**config.mk**
```make
export PLATFORM = sky130hd
export DESIGN_NAME = hwa_frame_feeder
export DESIGN_NICKNAME = d
export VERILOG_FILES = /design/src/rtl/hwa_pkg.sv /design/src/rtl/hwa_feed_fifo.sv /design/src/rtl/hwa_frame_feeder.sv
export SDC_FILE = /design/constraint.sdc
export NUM_CORES = 1
export LEC_CHECK = 0
export CAP_MARGIN = 0
export CELL_PAD_IN_SITES_DETAIL_PLACEMENT = 2
export CELL_PAD_IN_SITES_GLOBAL_PLACEMENT = 2
export CORE_MARGIN = 2
export CORE_UTILIZATION = 30
export DETAILED_ROUTE_END_ITERATION = 7
export PLACE_DENSITY_LB_ADDON = 0.15
export SLEW_MARGIN = 20
export SYNTH_ARGS = -nofsm -noshare
export SYNTH_HDL_FRONTEND = slang
export SYNTH_SLANG_ARGS = --single-unit
```
**constraint.sdc**
```tcl
create_clock -name clock -period 1.8 [get_ports clock]
set_input_delay 0.27 -clock clock [delete_from_list [all_inputs] [get_ports clock]]
set_output_delay 0.27 -clock clock [all_outputs]
set_load 0.005 [all_outputs]
```
**src/rtl/hwa_pkg.sv**
```systemverilog
// Shared defaults and types for the HWA frame feeder.
// Optional build macro: HWA_FEED_STOP_ON_UNDERRUN_EN (see hwa_frame_feeder).
package hwa_pkg;

  localparam int unsigned N          = 12;
  localparam int unsigned POW2N      = 1 << N;
  localparam int unsigned FIFO_DEPTH = 4;

  typedef logic [N-1:0] sample_t;

  typedef enum logic [0:0] {
    IDLE,
    RUN
  } feed_state_e;

endpackage

```
**src/rtl/hwa_feed_fifo.sv**
```systemverilog
// Synchronous sample FIFO with wrap-bit pointers; no write-to-read bypass.
module hwa_feed_fifo #(
  parameter int unsigned W     = hwa_pkg::N,
  parameter int unsigned DEPTH = hwa_pkg::FIFO_DEPTH
) (
  input  logic         clock,
  input  logic         reset_n,
  input  logic         push,
  input  logic         pop,
  input  logic [W-1:0] din,
  output logic [W-1:0] dout,
  output logic         full,
  output logic         empty
);
  import hwa_pkg::*;

  localparam int unsigned AW = $clog2(DEPTH);

  logic [AW:0]  wr_ptr_q, rd_ptr_q;
  logic [W-1:0] mem_q [DEPTH];
  logic         do_push, do_pop;

  assign empty   = (wr_ptr_q == rd_ptr_q);
  assign full    = (wr_ptr_q[AW] != rd_ptr_q[AW]) && (wr_ptr_q[AW-1:0] == rd_ptr_q[AW-1:0]);
  // A push on a full FIFO is refused even if a pop frees a slot this cycle.
  assign do_push = push & ~full;
  assign do_pop  = pop & ~empty;
  assign dout    = mem_q[rd_ptr_q[AW-1:0]];

  always_ff @(posedge clock or negedge reset_n) begin
    if (!reset_n) begin
      wr_ptr_q <= '0;
      rd_ptr_q <= '0;
    end else begin
      if (do_push) wr_ptr_q <= wr_ptr_q + 1'b1;
      if (do_pop)  rd_ptr_q <= rd_ptr_q + 1'b1;
    end
  end

  always_ff @(posedge clock) begin
    if (do_push) mem_q[wr_ptr_q[AW-1:0]] <= din;
  end

endmodule

```
**src/rtl/hwa_frame_feeder.sv**
```systemverilog
// Feeds buffered samples to HWA_total, one sample per 2^N-cycle stochastic frame.
// Build option HWA_FEED_STOP_ON_UNDERRUN_EN: an empty FIFO at a frame boundary ends the run.
module hwa_frame_feeder #(
  parameter int unsigned N          = hwa_pkg::N,
  parameter int unsigned FIFO_DEPTH = hwa_pkg::FIFO_DEPTH
) (
  input  logic         clock,
  input  logic         reset_n,
  input  logic         enable,
  input  logic         s_valid,
  input  logic [N-1:0] s_data,
  output logic         s_ready,
  output logic [N-1:0] hwa_in,
  output logic         hwa_start,
  output logic         frame_last,
  output logic         busy,
  output logic         underrun
);
  import hwa_pkg::*;

  localparam logic [N-1:0] CntMax = {N{1'b1}};

  feed_state_e  state_q;
  logic [N-1:0] cnt_q;
  logic [N-1:0] fifo_dout;
  logic         fifo_full, fifo_empty;
  logic         at_boundary, pop;

  assign at_boundary = (state_q == RUN) && (cnt_q == CntMax);
  assign pop         = enable & ~fifo_empty & ((state_q == IDLE) | at_boundary);
  assign s_ready     = ~fifo_full;
  assign busy        = (state_q == RUN);
  assign frame_last  = at_boundary;

  hwa_feed_fifo #(
    .W     (N),
    .DEPTH (FIFO_DEPTH)
  ) u_fifo (
    .clock   (clock),
    .reset_n (reset_n),
    .push    (s_valid),
    .pop     (pop),
    .din     (s_data),
    .dout    (fifo_dout),
    .full    (fifo_full),
    .empty   (fifo_empty)
  );

  always_ff @(posedge clock or negedge reset_n) begin
    if (!reset_n) begin
      state_q   <= IDLE;
      cnt_q     <= '0;
      hwa_in    <= '0;
      hwa_start <= 1'b0;
      underrun  <= 1'b0;
    end else begin
      hwa_start <= 1'b0;
      unique case (state_q)
        IDLE: begin
          if (enable && !fifo_empty) begin
            hwa_in    <= fifo_dout;
            hwa_start <= 1'b1;
            cnt_q     <= '0;
            state_q   <= RUN;
          end
        end
        RUN: begin
          cnt_q <= cnt_q + 1'b1;
          if (cnt_q == CntMax) begin
            if (enable && !fifo_empty) begin
              hwa_in <= fifo_dout;
            end else if (enable) begin
              // Starved: hwa_in keeps the previous sample.
              underrun <= 1'b1;
`ifdef HWA_FEED_STOP_ON_UNDERRUN_EN
              state_q  <= IDLE;
`endif
            end else begin
              state_q <= IDLE;
            end
          end
        end
        default: state_q <= IDLE;
      endcase
    end
  end

endmodule

```
# Word level (Yosys, flattened, before mapping)
# Memory sizes are Yosys's and may differ from the RTL's.
# Index checks and enable logic that the tools add are counted.
[totals] ramBits=48 inputBits=16 out_inout_bits=17 n_memories=1 reg_bits=33 word_cells=44
[memory_table] memory="u_fifo.mem_q" words=4 word_bits=12 read_ports=1 rd_ports_with_merged_regs=0 write_ports=1 line_no="hwa_feed_fifo.sv:20" rtl="logic [W-1:0] mem_q [DEPTH];"
[op_classes] n_addsub=3 reduce_logical=5 mux=13 n_eq_ne=6 bitwise=9
[op_table] operator="12-bit one-hot mux with 2 select lines" n=2
[op_table] operator="12-bit two-way mux" n=3
[op_table] operator="12-bit by 1-bit adder with 12-bit output (second input constant)" n=1
[op_table] operator="12-bit equality test (second input constant)" n=1
[op_table] operator="1-bit two-way mux" n=7
[op_table] operator="3-bit by 1-bit adder with 3-bit output (second input constant)" n=2
[op_table] operator="1-bit AND" n=4
[op_table] operator="2-bit by 1-bit inequality test with 1-bit output (second input constant)" n=2
[op_table] operator="1-bit inverter" n=4
[op_table] operator="4-bit AND reduction" n=1
[op_table] operator="3-bit equality test" n=1
[op_table] operator="1-bit logical AND" n=3
[op_table] operator="2-bit equality test" n=1
[op_table] operator="1-bit one-hot mux with 2 select lines" n=1
[op_table] operator="1-bit logical NOT" n=1
[op_table] operator="1-bit inequality test" n=1
[op_table] operator="1-bit bitwise OR" n=1

# Depth between registers and ports, before layout
[logic_depth] ltp_word=6 depth_mapped=6 ltp_nobuf=5

# By module
# Synthesis repeated with hierarchy kept, for this count alone.
[hier_totals] cells_unflattened=243 area_unflattened_um2=3626.0
[by_module_without_submodules] mod="hwa_feed_fifo" n_inst=1 cells_each=115 area_per_inst_um2=2263.4
[by_module_without_submodules] mod="hwa_frame_feeder" n_inst=1 cells_each=128 area_per_inst_um2=1362.6

# Worst setup path before layout
# No wires, ideal clock.
[synth_path] path_type="flip-flop to flip-flop" start="reg u_fifo.rd_ptr_q[0]" end="mem u_fifo.mem_q[3][0] in the netlist's numbering, enable pin" slack_ns=-0.067 period_less_slack_ns=1.867 stages_incl_launch_ff=5 arrival_time_ns=1.504 required_ns=1.438 path_cell_list="dfrtp_1 > buf_2 > xnor2_1 > a31oi_1 > and2_1"
[synth_between] elab_chain_len=6
[synth_rtl] item="start: declaration" line_no="hwa_feed_fifo.sv:19" rtl="logic [AW:0] wr_ptr_q, rd_ptr_q;"
[synth_rtl] item="start signal: assignment" line_no="hwa_feed_fifo.sv:36" rtl="if (do_pop) rd_ptr_q <= rd_ptr_q + 1'b1;"
[synth_rtl] item="2-bit equality test" line_no="hwa_feed_fifo.sv:24" rtl="assign full = (wr_ptr_q[AW] != rd_ptr_q[AW]) && (wr_ptr_q[AW-1:0] == rd_ptr_q[AW-1:0]);"
[synth_rtl] item="1-bit logical AND" line_no="hwa_feed_fifo.sv:24"
[synth_rtl] item="1-bit inverter" line_no="hwa_feed_fifo.sv:26" rtl="assign do_push = push & ~full;"
[synth_rtl] item="1-bit AND" line_no="hwa_feed_fifo.sv:26"
[synth_rtl] item="1-bit two-way mux" line_no="hwa_feed_fifo.sv:41" rtl="if (do_push) mem_q[wr_ptr_q[AW-1:0]] <= din;"
[synth_rtl] item="1-bit two-way mux (not written as such)" line_no="hwa_feed_fifo.sv:41"
[synth_rtl] item="end: declaration" line_no="hwa_feed_fifo.sv:20"
# No other way between the ends.

# Worst setup path in the final report
[layout_path] start="reg cnt_q[0]" end="out frame_last"
[layout_between] elab_chain_len=2
[layout_rtl] item="start: declaration" line_no="hwa_frame_feeder.sv:24" rtl="logic [N-1:0] cnt_q;"
[layout_rtl] item="start signal: assignment" line_no="hwa_frame_feeder.sv:68" rtl="cnt_q <= cnt_q + 1'b1;"
[layout_rtl] item="12-bit equality test" line_no="hwa_frame_feeder.sv:29" rtl="assign at_boundary = (state_q == RUN) && (cnt_q == CntMax);"
[layout_rtl] item="1-bit logical AND" line_no="hwa_frame_feeder.sv:29"
[layout_rtl] item="end: declaration" line_no="hwa_frame_feeder.sv:15" rtl="output logic frame_last,"
# No other way between the ends.

==> flow_summary.ini <==
[synth]
synth_top_area_cell = edfxtp_1
synth_commonest_cells = 48 x edfxtp_1, 33 x dfrtp_1, 12 x mux4_2, 12 x nand3_1, 9 x mux2_4
yosysMostFrequentCell = edfxtp_1
yosysSeqAreaShare_pct = 68.1
synth.area.top_cells = edfxtp_1 43%, dfrtp_1 25%, mux4_2 8.1%
syn_area_um2 = 3330
yosysTopAreaCellShare_pct = 43.3
synth_seq_cells = 81
syn-num-nets = 215
synth_ff_type = edfxtp_1
synth_edf_count = 48
syn_avg_cell_area_um2 = 17.3
ys_async_sr_fraction_pct = 40.7
ys_types = 35
yosysWarnings = 0
syn_inst = 193

[route]
wl_per_cell_um = 17.5
met2_length_mm = 3.88
drt-met1-wl_mm = 3.19
dr.pass1.iters = 4
drc = 0
highest_layer = met4
wl_met3_um = 196
wl_mm = 7.35
num_vias = 1964
routed_via_density = 4.69
first_iter_violations = 49
ant_nets = 0

[setup_path]
regToRegSetupSlack_ns = -0.02
path_max_fanout = 2
start_kind = register
ff2ff_path_depth = 7
cp_top_family = simple AND/OR/NAND/NOR gates
critPathBufInv = 1
cp.arrival_ns = 1.58
crit_type = reg -> out
r2r_end = hwa_in[11]$_DFFE_PN0P_
r2r_start = cnt_q[0]$_DFFE_PN0P_
cp_slowest_stage_delay_ns = 0.37
path_cells = ha_2 -> nand3_2 -> or3_4 -> nor2_4 -> buf_2
cp-end-kind = output pin
crit_required_ns = 1.53
crit_slowest_cell = dfrtp_1

[cells_and_area]
nets = 296
stdcell_count = 419
syn_to_final_growth_pct = 32.8
layout-drive-gt1-share_pct = 36.6
diodes = 0
final_core_util_pct = 40.8
n_fill_cell = 1064

[power_and_ir_drop]
switchingPower_mw = 2.02
power.clock.fraction_pct = 19.8
p_int_mw = 4.69
peakVddDrop_mv = 0.516
comb_power_share_pct = 38.1
p_sw_share_pct = 30.1
seq_power_share_pct = 42.1
power.density_nw_per_um2 = 1520
p_leak_nw = 1.76

[timing]
slew_violations = 0
fin_tns_setup_ns = -0.142
grt_setup_unrepaired = yes
worst_pin_slew_ns = 0.432
setup_ws_ns = -0.0469
relSlewSlack_pct = 71.2
fin_crit_sh_pct = 103
clock.fmax_mhz = 541
hold_viol_final = 0
clock_skew_ns = 0.0107
finalSetupViolCount = 10
min_period_ns = 1.85

[grt]
grt_pass1_vias = 2171
grt_overflow = 0
grt_start_max_net_pins = 19
grt.total_usage_pct = 13.5
antenna_found_initial = 0
grt_pass1_wl_mm = 11.8

[clock_network]
numClockSinks = 81
clk_pin_slew_worst_paths_ns = 0.09
cts_buffers = 9
root_buffer = clkbuf_8
htree_levels = 3
tritoncts = yes
cts_max_path_buffers = 2
clk_latency_ns = 0.35

[min_path]
hold_path.class = in -> async

[floorplan]
ioPinCount = 33
coreArea_um2 = 10800
rows = 38
die-area_um2 = 12000
fp.dieW_um = 109
initial_core_util_pct = 30.7
die_height_um = 109

[place]
dp_cells = 390
gp_congestion = 0.716
portBuffers = 32
detailed_place_hpwl_mm = 4.99

[status]
violations = negative setup slack
status = complete, but fails checks

[flow_run]
cap_viol_max_count = 0
stage by stage:
stage                     cell area (µm²)  setup slack, ns  hold slack [ns]  power (mW)
after global placement               4100          -0.0653            0.236        5.19
after floorplan                      3340           0.0734          -0.0256        4.05
after CTS                            4350           -0.110            0.377        6.75
after detailed placement             4100          -0.0894            0.235        5.27
after global routing                 4420           -0.139            0.396        7.18
final                                4420          -0.0469            0.389        6.72
layout by cell type, fill, tap and decap left out, drive strengths merged:
master,count
a21o,2
a21oi,2
a22o,2
a311o,1
a31oi,1
and2,5
and3,2
and4,1
buf,45
bufinv,1
clkbuf,11
clkdlybuf4s50,29
clkinv,2
clkinvlp,1
dfrtp,33
dlygate4sd2,1
dlygate4sd3,1
edfxtp,48
ha,6
inv,7
mux2,14
mux4,12
nand2,5
nand3,14
nand4,3
nor2,3
nor4,1
o211ai,4
o21ai,6
o21ba,1
o31ai,4
o41ai,1
or3,1
xnor2,7
xor2,2
power groups by stage:
stage	combinational [mW]	clock (mW)	sequential, mW
2_1_floorplan	1.21	0	2.84
3_3_place_gp	2.33	0	2.86
3_5_place_dp	2.39	0	2.88
4_1_cts	2.52	1.40	2.84
5_1_grt	2.82	1.46	2.89
6_report	2.56	1.33	2.83
state kept, by name, summed over array words and instances (netlist names):
signal           flops
u_fifo.mem_q        48
u_fifo.rd_ptr_q      3
hwa_start            1
cnt_q               12
underrun             1
hwa_in              12
busy                 1
u_fifo.wr_ptr_q      3
worst reg2reg max path, stage by stage (launching register included):
cell,delay (ns)
dfrtp_1,0.37
ha_2,0.19
nand3_2,0.09
buf_4,0.17
o41ai_4,0.27
nand3_2,0.14
buf_6,0.17
mux2_4,0.29
kinds of logic (layout without fill, tap and decap cells):
kind of cell | count (synthesis) | count (layout) | synth area share [%]
AO/OA/AOI/OAI | 24 | 24 | 5.60
XOR/XNOR | 9 | 9 | 2.37
adder cells (fa/ha/maj) | 6 | 6 | 2.25
buffers and inverters | 12 | 98 | 1.65
flip-flops | 81 | 81 | 68.1
multiplexers | 26 | 26 | 13.9
AND/OR/NAND/NOR | 35 | 35 | 6.16
routing by layer:
| metal | vias up | track usage [%] |
|---|---|---|
| met1 | 1023 | 16.3 |
| met5 | - | 0 |
| met3 | 6 | 3.14 |
| li1 | 907 | - |
| met2 | 28 | 23.5 |
| met4 | 0 | 4.88 |
final cells by class:
type / count / area [µm²] / area share [%]
clock buffer: 11 / 131 / 2.97
clock inverter: 5 / 63.8 / 1.44
tap: 140 / 175 / 3.96
multi-input combinational: 100 / 1030 / 23.4
sequential: 81 / 2270 / 51.3
inverter: 6 / 22.5 / 0.509
timing repair buffer: 76 / 724 / 16.4
how the worst max path moves through the flow:
stage / startpoint / end / slack (ns) / depth (start not counted)
after floorplan: u_fifo.rd_ptr_q[0]$_DFFE_PN0P_ / u_fifo.mem_q[3][0]$_DFFE_PP_ / 0.07 / 4
after global placement: cnt_q[0]$_DFFE_PN0P_ / frame_last / -0.07 / 5
after detailed placement: cnt_q[0]$_DFFE_PN0P_ / frame_last / -0.09 / 5
after CTS: cnt_q[1]$_DFFE_PN0P_ / frame_last / -0.11 / 5
after global routing: cnt_q[0]$_DFFE_PN0P_ / frame_last / -0.14 / 5
final: cnt_q[0]$_DFFE_PN0P_ / frame_last / -0.05 / 5
repair_timing:
item	in CTS	in global routing
buffers inserted	5	7
hold buffers	1	0
pin swaps	5	1
endpoints found under the setup margin	12	63
endpoints found under the hold margin	15	0
gates resized for setup	8	4
No activity file was read; power rests on OpenSTA's default activity.
